<file path="src/rtl/counter_sec.sv">
// Modulo-60 seconds counter with synchronous load and wrap carry.
// Define COUNTER_SEC_BCD_EN to add registered BCD digit outputs.
module counter_sec #(
    parameter int WIDTH     = 6,
    parameter int MAX_COUNT = 59
) (
    input  logic             clock,
    input  logic             reset_sec,
    input  logic [WIDTH-1:0] data_sec,
    input  logic             load_sec,
    input  logic             enable_sec,
    output logic [WIDTH-1:0] count_sec,
    output logic             carry_sec
`ifdef COUNTER_SEC_BCD_EN
    ,
    output logic [2:0]       bcd_tens_sec,
    output logic [3:0]       bcd_units_sec
`endif
);

    localparam logic [WIDTH-1:0] MAX_Q = WIDTH'(MAX_COUNT);
    localparam logic [WIDTH-1:0] ONE_Q = WIDTH'(1);

    logic [WIDTH-1:0] count_q;
    logic [WIDTH-1:0] count_d;
    logic             at_max;
    logic             load_oor;

    assign at_max   = (count_q == MAX_Q);
    assign load_oor = (data_sec > MAX_Q);

    always_comb begin
        count_d = count_q;
        if (load_sec) begin
            count_d = load_oor ? '0 : data_sec;
        end else if (enable_sec) begin
            count_d = at_max ? '0 : count_q + ONE_Q;
        end
    end

    always_ff @(posedge clock or negedge reset_sec) begin
        if (!reset_sec) begin
            count_q <= '0;
        end else begin
            count_q <= count_d;
        end
    end

    assign count_sec = count_q;
    // Gated by reset so the carry drops the instant reset asserts.
    assign carry_sec = at_max & enable_sec & ~load_sec & reset_sec;

`ifdef COUNTER_SEC_BCD_EN
    logic [2:0] tens_q;
    logic [2:0] tens_d;
    logic [3:0] units_q;
    logic [3:0] units_d;

    // Digits track the binary count step for step, so no divider on the count path.
    always_comb begin
        tens_d  = tens_q;
        units_d = units_q;
        if (load_sec) begin
            if (load_oor) begin
                tens_d  = '0;
                units_d = '0;
            end else begin
                tens_d  = 3'(data_sec / 10);
                units_d = 4'(data_sec % 10);
            end
        end else if (enable_sec) begin
            if (at_max) begin
                tens_d  = '0;
                units_d = '0;
            end else if (units_q == 4'd9) begin
                tens_d  = tens_q + 3'd1;
                units_d = '0;
            end else begin
                units_d = units_q + 4'd1;
            end
        end
    end

    always_ff @(posedge clock or negedge reset_sec) begin
        if (!reset_sec) begin
            tens_q  <= '0;
            units_q <= '0;
        end else begin
            tens_q  <= tens_d;
            units_q <= units_d;
        end
    end

    assign bcd_tens_sec  = tens_q;
    assign bcd_units_sec = units_q;
`endif

endmodule

</file>
<file path="config.mk">
export PLATFORM = sky130hd
export DESIGN_NAME = counter_sec
export DESIGN_NICKNAME = d
export VERILOG_FILES = /design/src/rtl/counter_sec.sv
export SDC_FILE = /design/constraint.sdc
export NUM_CORES = 1
export LEC_CHECK = 0
export ABC_AREA = 1
export CAP_MARGIN = 5
export CORE_AREA = 5 5 42 44
export CTS_CLUSTER_DIAMETER = 50
export DETAILED_ROUTE_END_ITERATION = 10
export DIE_AREA = 0 0 47 49
export PLACE_DENSITY = 0.73
export SETUP_SLACK_MARGIN = 0.02
export SLEW_MARGIN = 20
export SYNTH_ARGS = -nofsm -noshare
export SYNTH_HDL_FRONTEND = slang
export SYNTH_SLANG_ARGS = --single-unit
</file>
<file path="constraint.sdc">
create_clock -name clock -period 1.45 [get_ports clock]
set_input_delay 0.435 -clock clock [delete_from_list [all_inputs] [get_ports clock]]
set_output_delay 0.435 -clock clock [all_outputs]
set_load 0.03 [all_outputs]
</file>
==> flow_metrics.env <==
export IMPL_power_density_nw_per_um2=977
export IMPL_grt_first_pass_wirelength_mm=1.99
export IMPL_layout_worst_path_cycle_share_pct=106
export IMPL_pin_count=17
export IMPL_start_util_pct=32.9
export IMPL_routedWlPerCell_um=10.7
export IMPL_postSynth_asyncResetShare_pct=100
export IMPL_drv_cap=0
export IMPL_layout_nets=108
export IMPL_largest_register_ff_count=6
export IMPL_clock_fmax_ghz=0.648
export IMPL_irDropWorstVdd_mv=0.455
export IMPL_insertion_delay_ns=0.24
export IMPL_setup_worst_path_start_class="flip-flop"
export IMPL_cts_htree_levels=1
export IMPL_clock_sinks=6
export IMPL_yosys_warnings=0
export IMPL_die_width_um=47
export IMPL_syn2layout_area_growth_pct=64.9
export IMPL_yosysTopAreaCellShare_pct=32.6
export IMPL_met3WireLength_um=79
export IMPL_violations_in_the_final_reports="setup timing"
export IMPL_critPathRequiredTime_ns=1.02
export IMPL_gr_total_overflow=0
export IMPL_cts_tree="built"
export IMPL_cts_inserted_buffers=3
export IMPL_largest_net_degree_at_the_start_of_global_routing=9
export IMPL_total_die_area_um2=2300
export IMPL_synth_area_per_cell_um2=6.77
export IMPL_initialDrtViolationCount=10
export IMPL_postSynthNetCount=79
export IMPL_synth_enable_flop_cells=0
export IMPL_static_leakage_power_uw=0.000351
export IMPL_number_of_antenna_violations_at_the_first_check_in_global_routing=0
export IMPL_tightest_slew_ns=0.194
export IMPL_min_delay_path_class="in2async"
export IMPL_postSynthRegisterBits=6
export IMPL_hpwlAfterDp_um=984
export IMPL_cts_clk_slew_worst_paths_ns=0.05
export IMPL_placementRows=14
export IMPL_mappedNetlistArea_um2=460
export IMPL_finalMaxSlewViolations=0
export IMPL_post_synth_inst_count=68
export IMPL_cp_arrival_ns=1.11
export IMPL_met2_wirelength_um=542
export IMPL_viasPerCell=4.55
export IMPL_maxSlewHeadroom_pct=87.1
export IMPL_crit_path_max_fanout=2
export IMPL_synth_distinct_cells=19
export IMPL_setup_worst_path_class="reg2out"
export IMPL_detail_route_drc_violations=0
export IMPL_routed_top_layer="met4"
export IMPL_layout_drive_gt1_share_pct=38.9
export IMPL_layout_filler_cells=149
export IMPL_fp_coreArea_um2=1400
export IMPL_detailroute_via_count=505
export IMPL_clk_path_buf_depth=2
export IMPL_placer_s_final_routability_congestion_estimate=0.757
export IMPL_detail_route_wirelength_mm=1.19
export IMPL_detail_route_wirelength_met1_um=536
export IMPL_layout_setup_ws_ns=-0.0935
export IMPL_finalWorstPathRequiredPeriod_ns=1.54
export IMPL_grt_pass1_vias=490
export IMPL_floorplan_die_height_um=49
export IMPL_place_port_buffers=16
export IMPL_first_pass_iters=4
export IMPL_synth_ff_type="sky130_fd_sc_hd__dfrtp_1"
export IMPL_report_final_hold_viol_count=0
export IMPL_timing_final_setup_violations=1
export IMPL_finClkSkew_ns=0.00482
export IMPL_route_antenna_remaining_nets=0
export IMPL_grt_setup_unrepaired="true"
export IMPL_post_layout_total_power_uw=742
export IMPL_cp_end_kind="output pin"
export IMPL_cts_root_buf="sky130_fd_sc_hd__clkbuf_4"
export IMPL_antenna_cells=0
export IMPL_fin_util_pct=54.2
export IMPL_synth_yosys_seq_area_share_pct=32.6
export IMPL_groute_usage_overall_pct=11.6
export IMPL_run_status="finished, violations left"
export IMPL_final_setup_tns_ns=-0.0935
export IMPL_netlist_top_cells_area="sky130_fd_sc_hd__dfrtp_1 33%, sky130_fd_sc_hd__nor2_1 14%, sky130_fd_sc_hd__nand2_1 13%"
export IMPL_synth_largest_area_cell="sky130_fd_sc_hd__dfrtp_1"
## stage by stage
step	setup WS, ns	instance area [um2]	hold WS [ns]	instances
finish	-0.0935	759	0.273	111
global route	-0.137	759	0.290	111
CTS	-0.144	749	0.286	111
detailed placement	-0.381	704	0.572	105
global placement	-0.377	704	0.557	105
floorplan	-0.0218	508	0.139	68
## layer usage
| metal | up-vias | GRT usage (%) |
|---|---|---|
| met3 | 4 | 1.11 |
| met4 | 0 | 6.45 |
| met5 | - | 0 |
| met2 | 21 | 17.2 |
| met1 | 210 | 15.8 |
| li1 | 270 | - |
## report_power, final
group | internal (uW) | switching, uW
clock network | 94.0 | 64.7
logic | 160 | 190
registers | 199 | 33.6
## final cells by class
cell class | count | area (um2) | area share [%]
Multi-Input combinational cell | 55 | 324 | 42.7
Timing Repair Buffer | 25 | 215 | 28.3
Sequential cell | 6 | 155 | 20.4
Clock buffer | 3 | 22.5 | 2.97
Inverter | 6 | 22.5 | 2.97
Tap cell | 16 | 20.0 | 2.64
## path summary, 6_finish.rpt
path	slack [ns]	startpoint	endpoint	cells after the start
setup / recovery	-0.09	count_sec[1]	carry_sec	4
hold / removal	0.27	reset_sec	count_sec[3]	2
setup reg to reg	0.25	count_sec[1]	count_sec[3]	7
hold reg to reg	0.59	count_sec[4]	count_sec[4]	2
max in group asynchronous	1.04	reset_sec	count_sec[1]	2
min in group clock	0.59	count_sec[4]	count_sec[4]	2
## cell families after synthesis
kind of cell	synth area share, %
compound gates	12.2
xor+xnor	5.71
fa+ha+maj	2.72
buf+inv	5.98
flops	32.6
simple gates	40.8
## Yosys cell counts, types with 2 or more instances
master	instances
sky130_fd_sc_hd__a21oi_1	4
sky130_fd_sc_hd__nor2_4	2
sky130_fd_sc_hd__nor2_1	17
sky130_fd_sc_hd__nand2_1	16
sky130_fd_sc_hd__inv_2	2
sky130_fd_sc_hd__a21oi_2	2
sky130_fd_sc_hd__nand3_1	4
sky130_fd_sc_hd__inv_1	4
sky130_fd_sc_hd__dfrtp_1	6
sky130_fd_sc_hd__xnor2_1	2
## placed cells by master (no fill, tap or decap), types with 3 or more instances in the layout
cell / synthesis / layout
sky130_fd_sc_hd__inv_2: 2 / 3
sky130_fd_sc_hd__clkbuf_4: 0 / 3
sky130_fd_sc_hd__nand2_1: 16 / 15
sky130_fd_sc_hd__nor2_1: 17 / 16
sky130_fd_sc_hd__a21oi_1: 4 / 4
sky130_fd_sc_hd__inv_1: 4 / 3
sky130_fd_sc_hd__nand3_1: 4 / 3
sky130_fd_sc_hd__clkdlybuf4s50_1: 0 / 6
sky130_fd_sc_hd__buf_4: 0 / 14
sky130_fd_sc_hd__dfrtp_2: 0 / 4
## worst max-delay path: stages, from the launching register on
cell and delay, ns:
sky130_fd_sc_hd__dfrtp_2 0.38, sky130_fd_sc_hd__ha_4 0.15, sky130_fd_sc_hd__nand3_4 0.07, sky130_fd_sc_hd__nor3_4 0.12
sky130_fd_sc_hd__buf_6 0.15
## what timing repair did
item,4_1_cts,5_1_grt
pin swaps,3,2
gates resized for setup,4,4
hold buffers,0,0
endpoints found under the setup margin,1,7
buffers inserted,3,0
Power figures use the tool's default switching activity.
